===== src/rtl/zircon_segled_avalon_master_pkg.sv =====
// Shared definitions for the segment-display Avalon write master.
//   SEG_DIGITS  : number of display digits / slave registers
//   SEG_ADDR_W  : width of the Avalon word address
//   SEG_BLANK   : nibble value that shows a blank digit on the display
//   seg_state_t : master FSM state encoding (ST_IDLE, ST_WRITE)
package zircon_segled_avalon_master_pkg;

  localparam int SEG_DIGITS = 6;
  localparam int SEG_ADDR_W = 3;
  localparam logic [3:0] SEG_BLANK = 4'hF;

  typedef enum logic {
    ST_IDLE  = 1'b0,
    ST_WRITE = 1'b1
  } seg_state_t;

endpackage


===== src/rtl/zircon_segled_avalon_master_if.sv =====
// Bundle of the update handshake and the Avalon-MM write channel.
//   upd_valid/upd_ready/upd_data/upd_mask/upd_done : user-side update request
//   avm_address/avm_write/avm_writedata/avm_waitrequest : Avalon-MM write master
// Modports:
//   master : the write master's view (drives ready/done and the Avalon request)
//   slave  : the surrounding logic's view (drives the request and waitrequest)
interface zircon_segled_avalon_master_if
  import zircon_segled_avalon_master_pkg::*;
#(
  parameter int DIGITS = SEG_DIGITS,
  parameter int ADDR_W = SEG_ADDR_W
) ();

  logic                  upd_valid;
  logic                  upd_ready;
  logic [4*DIGITS-1:0]   upd_data;
  logic [DIGITS-1:0]     upd_mask;
  logic                  upd_done;
  logic [ADDR_W-1:0]     avm_address;
  logic                  avm_write;
  logic [31:0]           avm_writedata;
  logic                  avm_waitrequest;

  modport master (
    input  upd_valid, upd_data, upd_mask, avm_waitrequest,
    output upd_ready, upd_done, avm_address, avm_write, avm_writedata
  );

  modport slave (
    output upd_valid, upd_data, upd_mask, avm_waitrequest,
    input  upd_ready, upd_done, avm_address, avm_write, avm_writedata
  );

endinterface


===== src/rtl/zircon_segled_avalon_master_next_digit.sv =====
// Combinational search for the next digit to write.
//   mask : per-digit write mask
//   cur  : current digit index, signed; -1 searches from digit 0
//   nxt  : lowest set mask bit strictly above cur
//   none : no set mask bit lies above cur (nxt is 0 then)
module zircon_segled_avalon_master_next_digit
  import zircon_segled_avalon_master_pkg::*;
#(
  parameter  int DIGITS = SEG_DIGITS,
  localparam int IDX_W  = $clog2(DIGITS)
) (
  input  logic [DIGITS-1:0]       mask,
  input  logic signed [IDX_W:0]   cur,
  output logic [IDX_W-1:0]        nxt,
  output logic                    none
);

  logic [DIGITS-1:0] above;

  generate
    for (genvar gi = 0; gi < DIGITS; gi++) begin : g_above
      assign above[gi] = mask[gi] && ($signed((IDX_W+1)'(gi)) > cur);
    end
  endgenerate

  // Scan downwards so the lowest qualifying index is the one that sticks.
  always_comb begin
    nxt  = '0;
    none = 1'b1;
    for (int i = DIGITS - 1; i >= 0; i--) begin
      if (above[i]) begin
        nxt  = IDX_W'(i);
        none = 1'b0;
      end
    end
  end

endmodule


===== src/rtl/zircon_segled_avalon_master.sv =====
// Avalon-MM write master for the six-digit segment-display register slave.
// Takes one update (a nibble per digit plus a write mask) over valid/ready and
// issues one Avalon write per masked digit in ascending order, honouring
// waitrequest; upd_done pulses for one cycle when the last write has completed.
// Ports:
//   csi_clk     : system clock
//   rsi_reset_n : asynchronous active-low reset
//   bus         : update handshake + Avalon write channel (master modport)
module zircon_segled_avalon_master
  import zircon_segled_avalon_master_pkg::*;
#(
  parameter int DIGITS    = SEG_DIGITS,
  parameter int ADDR_W    = SEG_ADDR_W,
  parameter int BASE_ADDR = 0
) (
  input  logic                            csi_clk,
  input  logic                            rsi_reset_n,
  zircon_segled_avalon_master_if.master   bus
);

  localparam int IDX_W = $clog2(DIGITS);

  seg_state_t            state_reg;
  logic [DIGITS-1:0]     mask_reg;
  logic [4*DIGITS-1:0]   data_reg;
  logic [IDX_W-1:0]      idx_reg;
  logic                  ready_reg;
  logic                  done_reg;
  logic                  write_reg;
  logic [ADDR_W-1:0]     addr_reg;
  logic [31:0]           wdata_reg;

  logic [3:0]            in_nib  [DIGITS];
  logic [3:0]            cap_nib [DIGITS];
  logic [IDX_W-1:0]      first_idx;
  logic                  first_none;
  logic [IDX_W-1:0]      next_idx;
  logic                  next_none;
  logic                  accept;

  generate
    for (genvar gi = 0; gi < DIGITS; gi++) begin : g_nib
      assign in_nib[gi]  = bus.upd_data[4*gi +: 4];
      assign cap_nib[gi] = data_reg[4*gi +: 4];
    end
  endgenerate

  // First digit comes straight from the incoming mask so the first write can
  // be presented in the cycle right after the accept.
  zircon_segled_avalon_master_next_digit #(.DIGITS(DIGITS)) u_first (
    .mask (bus.upd_mask),
    .cur  ({(IDX_W+1){1'b1}}),
    .nxt  (first_idx),
    .none (first_none)
  );

  zircon_segled_avalon_master_next_digit #(.DIGITS(DIGITS)) u_next (
    .mask (mask_reg),
    .cur  ({1'b0, idx_reg}),
    .nxt  (next_idx),
    .none (next_none)
  );

  function automatic logic [ADDR_W-1:0] addr_of(input logic [IDX_W-1:0] k);
    return ADDR_W'(BASE_ADDR + int'(k));
  endfunction

  assign accept = bus.upd_valid && ready_reg;

  always_ff @(posedge csi_clk or negedge rsi_reset_n) begin
    if (!rsi_reset_n) begin
      state_reg <= ST_IDLE;
      mask_reg  <= '0;
      data_reg  <= {DIGITS{SEG_BLANK}};
      idx_reg   <= '0;
      ready_reg <= 1'b0;
      done_reg  <= 1'b0;
      write_reg <= 1'b0;
      addr_reg  <= '0;
      wdata_reg <= '0;
    end else begin
      done_reg <= 1'b0;
      case (state_reg)
        ST_IDLE: begin
          ready_reg <= 1'b1;
          if (accept) begin
            data_reg <= bus.upd_data;
            mask_reg <= bus.upd_mask;
            if (first_none) begin
              // Empty mask: nothing to write, report completion at once.
              done_reg <= 1'b1;
            end else begin
              state_reg <= ST_WRITE;
              ready_reg <= 1'b0;
              write_reg <= 1'b1;
              idx_reg   <= first_idx;
              addr_reg  <= addr_of(first_idx);
              wdata_reg <= {28'b0, in_nib[first_idx]};
            end
          end
        end
        ST_WRITE: begin
          // While the slave stalls, every request register simply holds.
          if (!bus.avm_waitrequest) begin
            if (!next_none) begin
              idx_reg   <= next_idx;
              addr_reg  <= addr_of(next_idx);
              wdata_reg <= {28'b0, cap_nib[next_idx]};
            end else begin
              state_reg <= ST_IDLE;
              write_reg <= 1'b0;
              done_reg  <= 1'b1;
              ready_reg <= 1'b1;
            end
          end
        end
        default: state_reg <= ST_IDLE;
      endcase
    end
  end

  assign bus.upd_ready     = ready_reg;
  assign bus.upd_done      = done_reg;
  assign bus.avm_write     = write_reg;
  assign bus.avm_address   = addr_reg;
  assign bus.avm_writedata = wdata_reg;

endmodule


===== src/flat_wrapper.sv =====
// flat-port wrapper written by rule: the top's interface ports become plain ports
module zircon_segled_avalon_master_flat import zircon_segled_avalon_master_pkg::*;
#(
  parameter int DIGITS    = SEG_DIGITS,
  parameter int ADDR_W    = SEG_ADDR_W,
  parameter int BASE_ADDR = 0
)
  (csi_clk, rsi_reset_n, bus_upd_valid, bus_upd_data, bus_upd_mask, bus_avm_waitrequest, bus_upd_ready, bus_upd_done, bus_avm_address, bus_avm_write, bus_avm_writedata);
  zircon_segled_avalon_master_if #(.DIGITS(DIGITS), .ADDR_W(ADDR_W)) bus_i ();
  input  logic csi_clk;
  input  logic rsi_reset_n;
  input wire logic [$bits(bus_i.upd_valid)-1:0] bus_upd_valid;
  input wire logic [$bits(bus_i.upd_data)-1:0] bus_upd_data;
  input wire logic [$bits(bus_i.upd_mask)-1:0] bus_upd_mask;
  input wire logic [$bits(bus_i.avm_waitrequest)-1:0] bus_avm_waitrequest;
  output wire logic [$bits(bus_i.upd_ready)-1:0] bus_upd_ready;
  output wire logic [$bits(bus_i.upd_done)-1:0] bus_upd_done;
  output wire logic [$bits(bus_i.avm_address)-1:0] bus_avm_address;
  output wire logic [$bits(bus_i.avm_write)-1:0] bus_avm_write;
  output wire logic [$bits(bus_i.avm_writedata)-1:0] bus_avm_writedata;
  assign bus_i.upd_valid = bus_upd_valid;
  assign bus_i.upd_data = bus_upd_data;
  assign bus_i.upd_mask = bus_upd_mask;
  assign bus_i.avm_waitrequest = bus_avm_waitrequest;
  assign bus_upd_ready = bus_i.upd_ready;
  assign bus_upd_done = bus_i.upd_done;
  assign bus_avm_address = bus_i.avm_address;
  assign bus_avm_write = bus_i.avm_write;
  assign bus_avm_writedata = bus_i.avm_writedata;
  zircon_segled_avalon_master #(.DIGITS(DIGITS), .ADDR_W(ADDR_W), .BASE_ADDR(BASE_ADDR)) u_core (.csi_clk(csi_clk), .rsi_reset_n(rsi_reset_n), .bus(bus_i));
endmodule

===== config.mk =====
export PLATFORM = sky130hd
export DESIGN_NAME = zircon_segled_avalon_master_flat
export DESIGN_NICKNAME = d
export VERILOG_FILES = /design/src/rtl/zircon_segled_avalon_master_pkg.sv /design/src/rtl/zircon_segled_avalon_master_if.sv /design/src/rtl/zircon_segled_avalon_master_next_digit.sv /design/src/rtl/zircon_segled_avalon_master.sv /design/src/flat_wrapper.sv
export SDC_FILE = /design/constraint.sdc
export NUM_CORES = 1
export LEC_CHECK = 0
export CAP_MARGIN = 20
export CORE_MARGIN = 3
export CORE_UTILIZATION = 50
export CTS_BUF_LIST = sky130_fd_sc_hd__clkbuf_4
export DETAILED_ROUTE_END_ITERATION = 6
export GPL_ROUTABILITY_DRIVEN = 0
export PLACE_DENSITY = 0.83
export SYNTH_ARGS = -nofsm -noshare
export SYNTH_HDL_FRONTEND = slang
export SYNTH_SLANG_ARGS = --single-unit

===== constraint.sdc =====
create_clock -name csi_clk -period 2.3 [get_ports csi_clk]
set_clock_uncertainty 0.05 [all_clocks]
set_input_delay 0.69 -clock csi_clk [delete_from_list [all_inputs] [get_ports csi_clk]]
set_output_delay 0.69 -clock csi_clk [all_outputs]
set_load 0.02 [all_outputs]

==> impl_metrics.py, run 1 <==
metrics = {
    "synth": {
        "synth_warnings": 0,
        "synth_cell_types": 45,
        "synth_compound_area_share_pct": 16.8,
        "synth_xor_area_share_pct": 0,
        "async_reset_ff_share_pct": 100,
        "syn-instance-count": 249,
        "yosys-mux-area-fraction_pct": 15.9,
        "synth.avg_cell_area_um2": 10.3,
        "synth_top_family_by_area": "compound AO/OA/AOI/OAI gates",
        "yosysSeqAreaShare_pct": 40.3,
        "synth_enable_flop_cells": 0,
        "synth_seq_cells": 40,
        "synth_ff_type": "dfstp_2",
        "synth-simple-area-share_pct": 15.0,
        "synth_adder_area_share_pct": 0,
        "netlist_area_um2": 2560,
    },
    "sta": {
        "slew_violations": 0,
        "rsz0062_at_grt": "false",
        "worst_pin_slew_ns": 0.666,
        "finalCritPeriodShare_pct": 95.7,
        "min_period_ns": 2.20,
        "finalSetupViolCount": 0,
        "final_hold_viol_count": 0,
        "max_freq_mhz": 454,
        "fin_ws_ns": 0.0983,
        "finalSetupTns_ns": 0,
        "slew_headroom_pct": 55.5,
        "holdWs_ns": 0.221,
    },
    "clocking": {
        "clk_path_buf_depth": 2,
        "clock-sinks": 40,
        "clk_latency_ns": 0.35,
        "cts_root_buf": "clkbuf_4",
        "cts-buffers-inserted": 5,
        "cts_tree": "done",
        "htree_levels": 2,
        "clk_pin_slew_worst_paths_ns": 0.14,
    },
    "global_route": {
        "grt_max_degree": 41,
        "grt_first_pass_wirelength_um": 9790,
        "antenna_found_initial": 0,
        "track_usage_pct": 20.5,
        "grt_pass1_vias": 2020,
        "overflow": 0,
    },
    "critical_path": {
        "arrival_ns": 1.46,
        "cpLargestDelayFamily": "buffers and inverters",
        "critPathMaxFanout": 9,
        "path_class": "flop to output port",
        "cp.buffers_inverters": 1,
        "cp_cell_sequence": "clkdlybuf4s50_1",
        "startpoint_type": "flop",
        "endpoint_kind": "output port",
        "critPathSlowestCell": "clkdlybuf4s50_1",
        "critPathMaxStageDelay_ns": 0.63,
        "cp_data_required_time_ns": 1.56,
    },
    "layout": {
        "multi_input_area_um2": 1320,
        "layout-drive-gt1-share_pct": 30.4,
        "antennaDiodeCount": 0,
        "final.fill_count": 393,
        "largest_register_ffs": 24,
        "final_common_cell": "clkdlybuf4s50_1",
        "register_area_um2": 1030,
        "mostFrequentLayoutCells": "clkdlybuf4s50_1, mux2_2, conb_1",
        "syn_to_final_growth_pct": 23.0,
        "nNetsFinal": 342,
        "final_area_um2": 3140,
    },
    "routing": {
        "dr.pass1.iters": 4,
        "first_iter_violations": 129,
        "antenna_left": 0,
        "vias": 2094,
        "wirelength_um": 5880,
        "route.detailed.drc": 0,
        "routedWlPerCell_um": 15.6,
        "viasPerCell": 5.57,
    },
    "die": {
        "die_area_um2": 6010,
        "die-height_um": 77.5,
        "start_util_pct": 53.1,
        "core_area_um2": 4820,
        "rows": 25,
        "io_pins": 72,
        "die_w_um": 77.5,
    },
    "power_and_ir_drop": {
        "power-per-cell-area_nw_per_um2": 1290,
        "peakVddDrop_mv": 0.762,
        "leakage_nw": 1.32,
        "pwr-share-comb_pct": 54.0,
        "switching_share_pct": 41.4,
        "p_int_w": 0.00238,
        "seq_power_share_pct": 36.9,
        "p_sw_w": 0.00168,
        "clockPowerShare_pct": 9.1,
    },
    "placed_design": {
        "portBuffers": 43,
        "hpwl_um": 4490,
        "place_area_um2": 3080,
        "place_ws_ns": -0.267,
    },
    "run": {
        "maxCapViolCount": 0,
    },
    "min_path": {
        "min_path_type": "input port to async pin",
    },
    "run_status": {
        "outcome": "complete, no violations",
    },
}
## what timing repair did
action | 4_1_cts | 5_1_grt
buffers inserted | 0 | 1
hold buffers | 0 | 0
setup endpoints to repair | 2 | 2
endpoints found under the hold margin | 0 | 0
resized for setup | 2 | 1
## through the flow
step / std cells / power (W) / utilization, %
6_report: 376 / 0.00406 / 65.3
2_1_floorplan: 276 / 0.00303 / -
3_5_place_dp: 367 / 0.00365 / 63.9
4_1_cts: 375 / 0.00404 / 65.1
3_3_place_gp: 367 / 0.00358 / 63.9
5_1_grt: 376 / 0.00436 / 65.3
## kinds of logic after synthesis
group / count (synthesis)
and+or+nand+nor: 69
other: 1
DFF: 40
buffers and inverters: 43
muxes: 37
AOI/OAI and AO/OA: 59
## worst paths after layout
| kind | from | endpoint | slack, ns | cells after the start |
|---|---|---|---|---|
| worst max-delay path | u_core.idx_reg[1] | bus_avm_address[1] | 0.1 | 1 |
| worst min-delay path | rsi_reset_n | u_core.bus.avm_writedata[0] | 0.22 | 2 |
| worst max register to register | u_core.idx_reg[2] | u_core.bus.avm_writedata[0] | 0.17 | 8 |
| worst min register to register | u_core.bus.avm_write | u_core.bus.avm_write | 0.45 | 2 |
| max in group asynchronous | rsi_reset_n | u_core.data_reg[8] | 1.70 | 2 |
| min in group csi_clk | u_core.bus.avm_write | u_core.bus.avm_write | 0.45 | 2 |
## synth_stat cells, drive strengths merged (2+ instances only)
cell type / number / area [um^2]
buf: 36 / 274
mux2: 28 / 315
dfstp: 24 / 631
nor2: 22 / 82.6
dfrtp: 16 / 400
a21oi: 15 / 82.6
nand2: 13 / 48.8
o21ai: 13 / 65.1
a211oi: 9 / 67.6
mux2i: 9 / 90.1
nor4: 7 / 43.8
clkbuf: 6 / 26.3
nor2b: 6 / 37.5
nand2b: 5 / 31.3
a41oi: 4 / 42.6
nor3b: 4 / 30.0
nor4b: 4 / 35.0
o211a: 3 / 30.0
o22ai: 3 / 18.8
a2111oi: 2 / 20.0
a21o: 2 / 15.0
## power groups by stage
stage	Combinational, W	Clock [W]	Sequential (W)
2_1_floorplan	0.00153	0	0.00150
3_3_place_gp	0.00208	0	0.00150
3_5_place_dp	0.00214	0	0.00151
4_1_cts	0.00216	0.000374	0.00150
5_1_grt	0.00240	0.000414	0.00155
6_report	0.00219	0.000370	0.00150
## layout make-up
type                    count  area share (%)
multi-input cells         193            42.1
repair buffers             67            20.5
inverters                   1           0.119
clock inverters             3           0.597
flip-flops and latches     40            32.9
clock buffers               5            1.19
well taps                  67            2.67
## routing by layer
metal	global-route usage, %	part of all wire [%]
met1	26.1	42
met2	35.0	51
met3	3.94	5.3
met4	6.76	2.1
met5	0	0
No activity file was read; power rests on OpenSTA's default activity.
==> run 2, diff against run 1 <==
CORE_MARGIN = unset   (was 3)
==> run 2 against run 1 <==
Global-route usage grew 3.7 points. Clock-buffer cell count is the same. Critical path type is now input port to flop. Non-clock buffer count grew 3. Worst setup slack lost 0.020 ns. Cell count grew 0.80%. Routed wire length grew 0.10%. First-iteration DRC count grew 14%. Critical path depth grew 8. Critical endpoint is now u_core.bus.avm_writedata[3]. Flip-flop and latch count is the same. Combinational power is essentially flat. Worst hold slack gained 0.18 ns.
==> impl_metrics.py, run 2 (same netlist as run 1, synthesis figures left out) <==
metrics = {
    "routing": {
        "vias": 2087,
        "route.detailed.drc": 0,
        "first_iter_violations": 147,
        "antenna_left": 0,
        "dr.pass1.iters": 4,
        "wirelength_um": 5880,
        "viasPerCell": 5.51,
        "routedWlPerCell_um": 15.5,
    },
    "clocking": {
        "clock-sinks": 40,
        "clk_pin_slew_worst_paths_ns": 0.12,
        "htree_levels": 2,
        "clk_path_buf_depth": 2,
        "holdBufCountCts": 0,
        "post_cts.repair.setup_buffers": 0,
        "cts_tree": "done",
        "cts-buffers-inserted": 5,
        "clk_latency_ns": 0.36,
        "cts_root_buf": "clkbuf_4",
    },
    "critical_path": {
        "reg2reg_depth": 7,
        "cp_data_required_time_ns": 2.53,
        "endpoint_kind": "flop",
        "path_class": "input port to flop",
        "critPathMaxFanout": 4,
        "r2r_start": "u_core.idx_reg[1]",
        "arrival_ns": 2.45,
        "r2r-end": "u_core.bus.avm_writedata[3]",
        "r2r_slack_ns": 0.16,
        "startpoint_type": "input port",
        "startpoint": "bus_upd_mask[3]",
        "critPathCapture": "u_core.bus.avm_writedata[3]",
    },
    "sta": {
        "finalSetupViolCount": 0,
        "min_period_ns": 2.22,
        "finalSetupTns_ns": 0,
        "slew_violations": 0,
        "final_hold_viol_count": 0,
        "holdWs_ns": 0.404,
        "finalCritPeriodShare_pct": 96.6,
        "worst_pin_slew_ns": 0.631,
        "rsz0062_at_grt": "false",
        "slew_headroom_pct": 57.8,
        "max_freq_mhz": 450,
    },
    "global_route": {
        "grt_first_pass_wirelength_um": 9830,
        "track_usage_pct": 24.2,
        "antenna_found_initial": 0,
        "overflow": 0,
        "grt_max_degree": 18,
        "grt_pass1_vias": 2050,
    },
    "min_path": {
        "min_path_type": "input port to async pin",
    },
    "layout": {
        "final_common_cell": "clkdlybuf4s50_1",
        "syn_to_final_growth_pct": 24.2,
        "largest_register_ffs": 24,
        "nNetsFinal": 345,
        "layout-drive-gt1-share_pct": 30.8,
        "mostFrequentLayoutCells": "clkdlybuf4s50_1, mux2_2, conb_1",
        "antennaDiodeCount": 0,
        "fin_util_pct": 65.9,
    },
    "power_and_ir_drop": {
        "p_int_w": 0.00248,
        "power_w": 0.00415,
        "pwr-share-comb_pct": 52.6,
        "clockPowerShare_pct": 10.9,
        "switching_share_pct": 40.3,
        "peakVddDrop_mv": 0.661,
        "leakage_nw": 1.36,
        "power-per-cell-area_nw_per_um2": 1310,
        "seq_power_share_pct": 36.5,
        "p_sw_w": 0.00167,
    },
    "placed_design": {
        "hpwl_um": 4520,
        "portBuffers": 43,
    },
    "run_status": {
        "outcome": "complete, no violations",
    },
    "die": {
        "core_area_um2": 4820,
        "start_util_pct": 53.1,
        "io_pins": 72,
        "rows": 25,
        "die_area_um2": 5400,
        "die_w_um": 73.5,
        "die-height_um": 73.5,
    },
    "run": {
        "maxCapViolCount": 0,
    },
}
run 2: how the worst min path moves through the flow:
stage	start	end	cells after the start
after CTS	rsi_reset_n	u_core.data_reg[6]	1
after global routing	rsi_reset_n	u_core.data_reg[2]	1
after detailed placement	u_core.bus.avm_write	u_core.bus.avm_write	2
after global placement	u_core.bus.avm_write	u_core.bus.avm_write	2
final	rsi_reset_n	u_core.data_reg[6]	1
after floorplan	rsi_reset_n	u_core.bus.avm_write	0
run 2: area by class of cell:
type / count / area, um^2
sequential: 40 / 1030
timing repair buffer: 70 / 646
tap: 67 / 83.8
inverter: 1 / 3.75
fill: 388 / 1640
clock inverter: 3 / 37.5
clock buffer: 5 / 37.5
multi-input combinational: 193 / 1330
run 2: metrics by stage:
stage / std cells / worst slack, ns / area (um^2)
finish: 379 / 0.0783 / 3170
global route: 379 / 0.0135 / 3170
CTS: 379 / 0.00776 / 3160
detailed placement: 371 / -0.314 / 3080
global placement: 371 / -0.224 / 3080
floorplan: 276 / 0.251 / 2660
run 2: power groups by stage:
stage	combinational [W]	clock [W]	sequential [W]
4_1_cts	0.00217	0.000465	0.00150
6_report	0.00218	0.000454	0.00152
5_1_grt	0.00237	0.000504	0.00156
2_1_floorplan	0.00153	0	0.00150
3_5_place_dp	0.00216	0	0.00152
3_3_place_gp	0.00210	0	0.00150
run 2: routing by layer:
metal | part of all wire, % | track usage, %
met3 | 5.2 | 5.08
met2 | 49 | 39.9
met5 | 0 | 0
met1 | 44 | 31.3
met4 | 1.5 | 8.76
run 2: what timing repair did:
action	CTS	global route
setup endpoints to repair	1	6
pin swaps	0	1
gates resized for setup	1	6
run 2: critical path, stage by stage:
cell and delay, ns:
clkdlybuf4s50_1 0.56, nor4_2 0.08, buf_4 0.14, a21oi_1 0.25, nor2_1 0.07, a21oi_1 0.24, buf_4 0.18, o32ai_1 0.09
a41oi_2 0.16
==> run 3, diff against run 2 <==
GPL_ROUTABILITY_DRIVEN = unset   (was 0)
SETUP_SLACK_MARGIN = 0.3   (was unset)
SLEW_MARGIN = 20   (was unset)
==> run 3 against run 2 <==
Worst hold slack got worse by 0.12 ns. First-iteration DRC count rose by 27%. Clock power fell by 22%. Cell count rose by 1.1%. Non-clock buffer count rose by 4. Sequential power rose by 3%. Flip-flop and latch count did not move. Power rose by 13%. Routed wire length rose by 9.7%. Die area did not move. Fmax rose by 7.2%. Critical endpoint unchanged. Largest cell class unchanged. Highest routed layer unchanged.
==> impl_metrics.py, run 3 (same netlist as run 1, synthesis figures left out) <==
metrics = {
    "run_status": {
        "outcome": "complete, no violations",
    },
    "critical_path": {
        "cpLargestDelayFamily": "compound AO/OA/AOI/OAI gates",
        "startpoint_type": "flop",
        "r2r_slack_ns": 0.23,
        "r2r-end": "u_core.bus.avm_writedata[3]",
        "critPathMaxFanout": 6,
        "reg2reg_depth": 6,
        "endpoint_kind": "flop",
        "critPathSlowestCell": "dfrtp_2",
        "cp_cell_sequence": "buf_4 > a2111o_1 > a2111oi_2 > a211oi_2 > o311ai_2 > a41oi_2",
        "critPathMaxStageDelay_ns": 0.49,
        "r2r_start": "u_core.idx_reg[1]",
        "cp_data_required_time_ns": 2.48,
        "cp.buffers_inverters": 1,
        "arrival_ns": 2.26,
        "path_class": "flop to flop",
    },
    "sta": {
        "finalSetupTns_ns": 0,
        "finalCritPeriodShare_pct": 90.1,
        "finalSetupViolCount": 0,
        "max_freq_mhz": 483,
        "slew_violations": 0,
        "rsz0062_at_grt": "true",
        "final_hold_viol_count": 0,
        "slew_headroom_pct": 58.0,
        "min_period_ns": 2.07,
        "fin_ws_ns": 0.228,
        "worst_pin_slew_ns": 0.629,
    },
    "routing": {
        "antenna_left": 0,
        "routedWlPerCell_um": 16.9,
        "viasPerCell": 5.62,
        "first_iter_violations": 187,
        "vias": 2151,
        "wirelength_um": 6450,
        "dr.pass1.iters": 4,
        "route.detailed.drc": 0,
    },
    "layout": {
        "final.fill_count": 377,
        "register_area_um2": 1030,
        "antennaDiodeCount": 0,
        "layout-drive-gt1-share_pct": 40.5,
        "mostFrequentLayoutCells": "mux2_2, conb_1, clkdlybuf4s50_1",
        "final_area_um2": 3400,
        "nNetsFinal": 349,
        "syn_to_final_growth_pct": 33.0,
        "largest_register_ffs": 24,
        "multi_input_area_um2": 1530,
    },
    "placed_design": {
        "hpwl_um": 4450,
        "place_ws_ns": -0.415,
        "portBuffers": 43,
        "gp_congestion": 0.865,
        "place_area_um2": 3050,
    },
    "global_route": {
        "grt_max_degree": 33,
        "grt_pass1_vias": 1989,
        "track_usage_pct": 24.1,
        "grt_first_pass_wirelength_um": 9680,
        "overflow": 0,
        "antenna_found_initial": 0,
    },
    "power_and_ir_drop": {
        "power_w": 0.00467,
        "peakVddDrop_mv": 0.753,
        "leakage_nw": 1.43,
        "power-per-cell-area_nw_per_um2": 1370,
    },
    "clocking": {
        "clk_latency_ns": 0.36,
        "clock-sinks": 40,
        "htree_levels": 2,
        "clk_pin_slew_worst_paths_ns": 0.13,
        "cts_root_buf": "clkbuf_4",
        "cts-buffers-inserted": 5,
        "cts_tree": "done",
        "clk_path_buf_depth": 2,
    },
    "min_path": {
        "min_path_type": "input port to async pin",
    },
    "die": {
        "die-height_um": 73.5,
        "die_area_um2": 5400,
        "start_util_pct": 53.1,
        "die_w_um": 73.5,
        "core_area_um2": 4820,
        "io_pins": 72,
        "rows": 25,
    },
    "run": {
        "maxCapViolCount": 0,
    },
}
==> run 3: layout make-up <==
class	count	share of cell area [%]
tap	67	2.47
sequential	40	30.4
multi-input combinational	193	44.9
clock buffer	6	1.32
clock inverter	2	0.221
inverter	1	0.110
timing repair buffer	74	20.6
==> run 3: report_power, final <==
group | switching, W | total (W) | internal, W
combinational | 0.00143 | 0.00276 | 0.00133
sequential | 0.000332 | 0.00156 | 0.00122
clock | 0.000231 | 0.000356 | 0.000125
==> run 3: worst max-delay path by stage <==
stage,endpoint,startpoint,slack [ns],cells after the start
2_1_floorplan,u_core.bus.avm_writedata[3],bus_upd_mask[2],0.33,7
3_3_place_gp,u_core.bus.avm_writedata[3],bus_upd_mask[3],-0.29,7
3_5_place_dp,u_core.bus.avm_writedata[3],bus_upd_mask[3],-0.41,7
4_1_cts,u_core.bus.avm_writedata[1],u_core.idx_reg[1],0.22,7
5_1_grt,u_core.bus.avm_writedata[3],u_core.idx_reg[1],0.18,7
6_report,u_core.bus.avm_writedata[3],u_core.idx_reg[1],0.23,6
==> run 3: per-layer routing <==
layer | vias to the layer above | wire, um | GRT usage (%)
met5 | - | 0 | 0
met4 | 0 | 207 | 8.12
met3 | 17 | 402 | 3.57
met2 | 95 | 3380 | 40.7
met1 | 1052 | 2460 | 31.7
li1 | 987 | - | -
==> run 3: per-stage QoR <==
stage               cells  hold WS, ns  utilization (%)
detailed placement    364        0.435             63.4
floorplan             276        0.344                -
finish                383        0.280             70.6
CTS                   373        0.311             64.8
global route          383        0.310             70.6
global placement      364        0.414             63.4
==> run 3: worst register-to-register path, cell delays in order (launching register included) <==
cell and delay (ns):
dfrtp_2 0.49, buf_4 0.18, a2111o_1 0.47, a2111oi_2 0.39, a211oi_2 0.12, o311ai_2 0.11, a41oi_2 0.15
==> run 3: repair_timing <==
item / CTS / global route
setup buffers: 1 / 10
hold buffers: 0 / 0
hold endpoints to repair: 0 / 0
endpoints found under the setup margin: 17 / 8
pin swaps: 3 / 9
resized for setup: 25 / 40
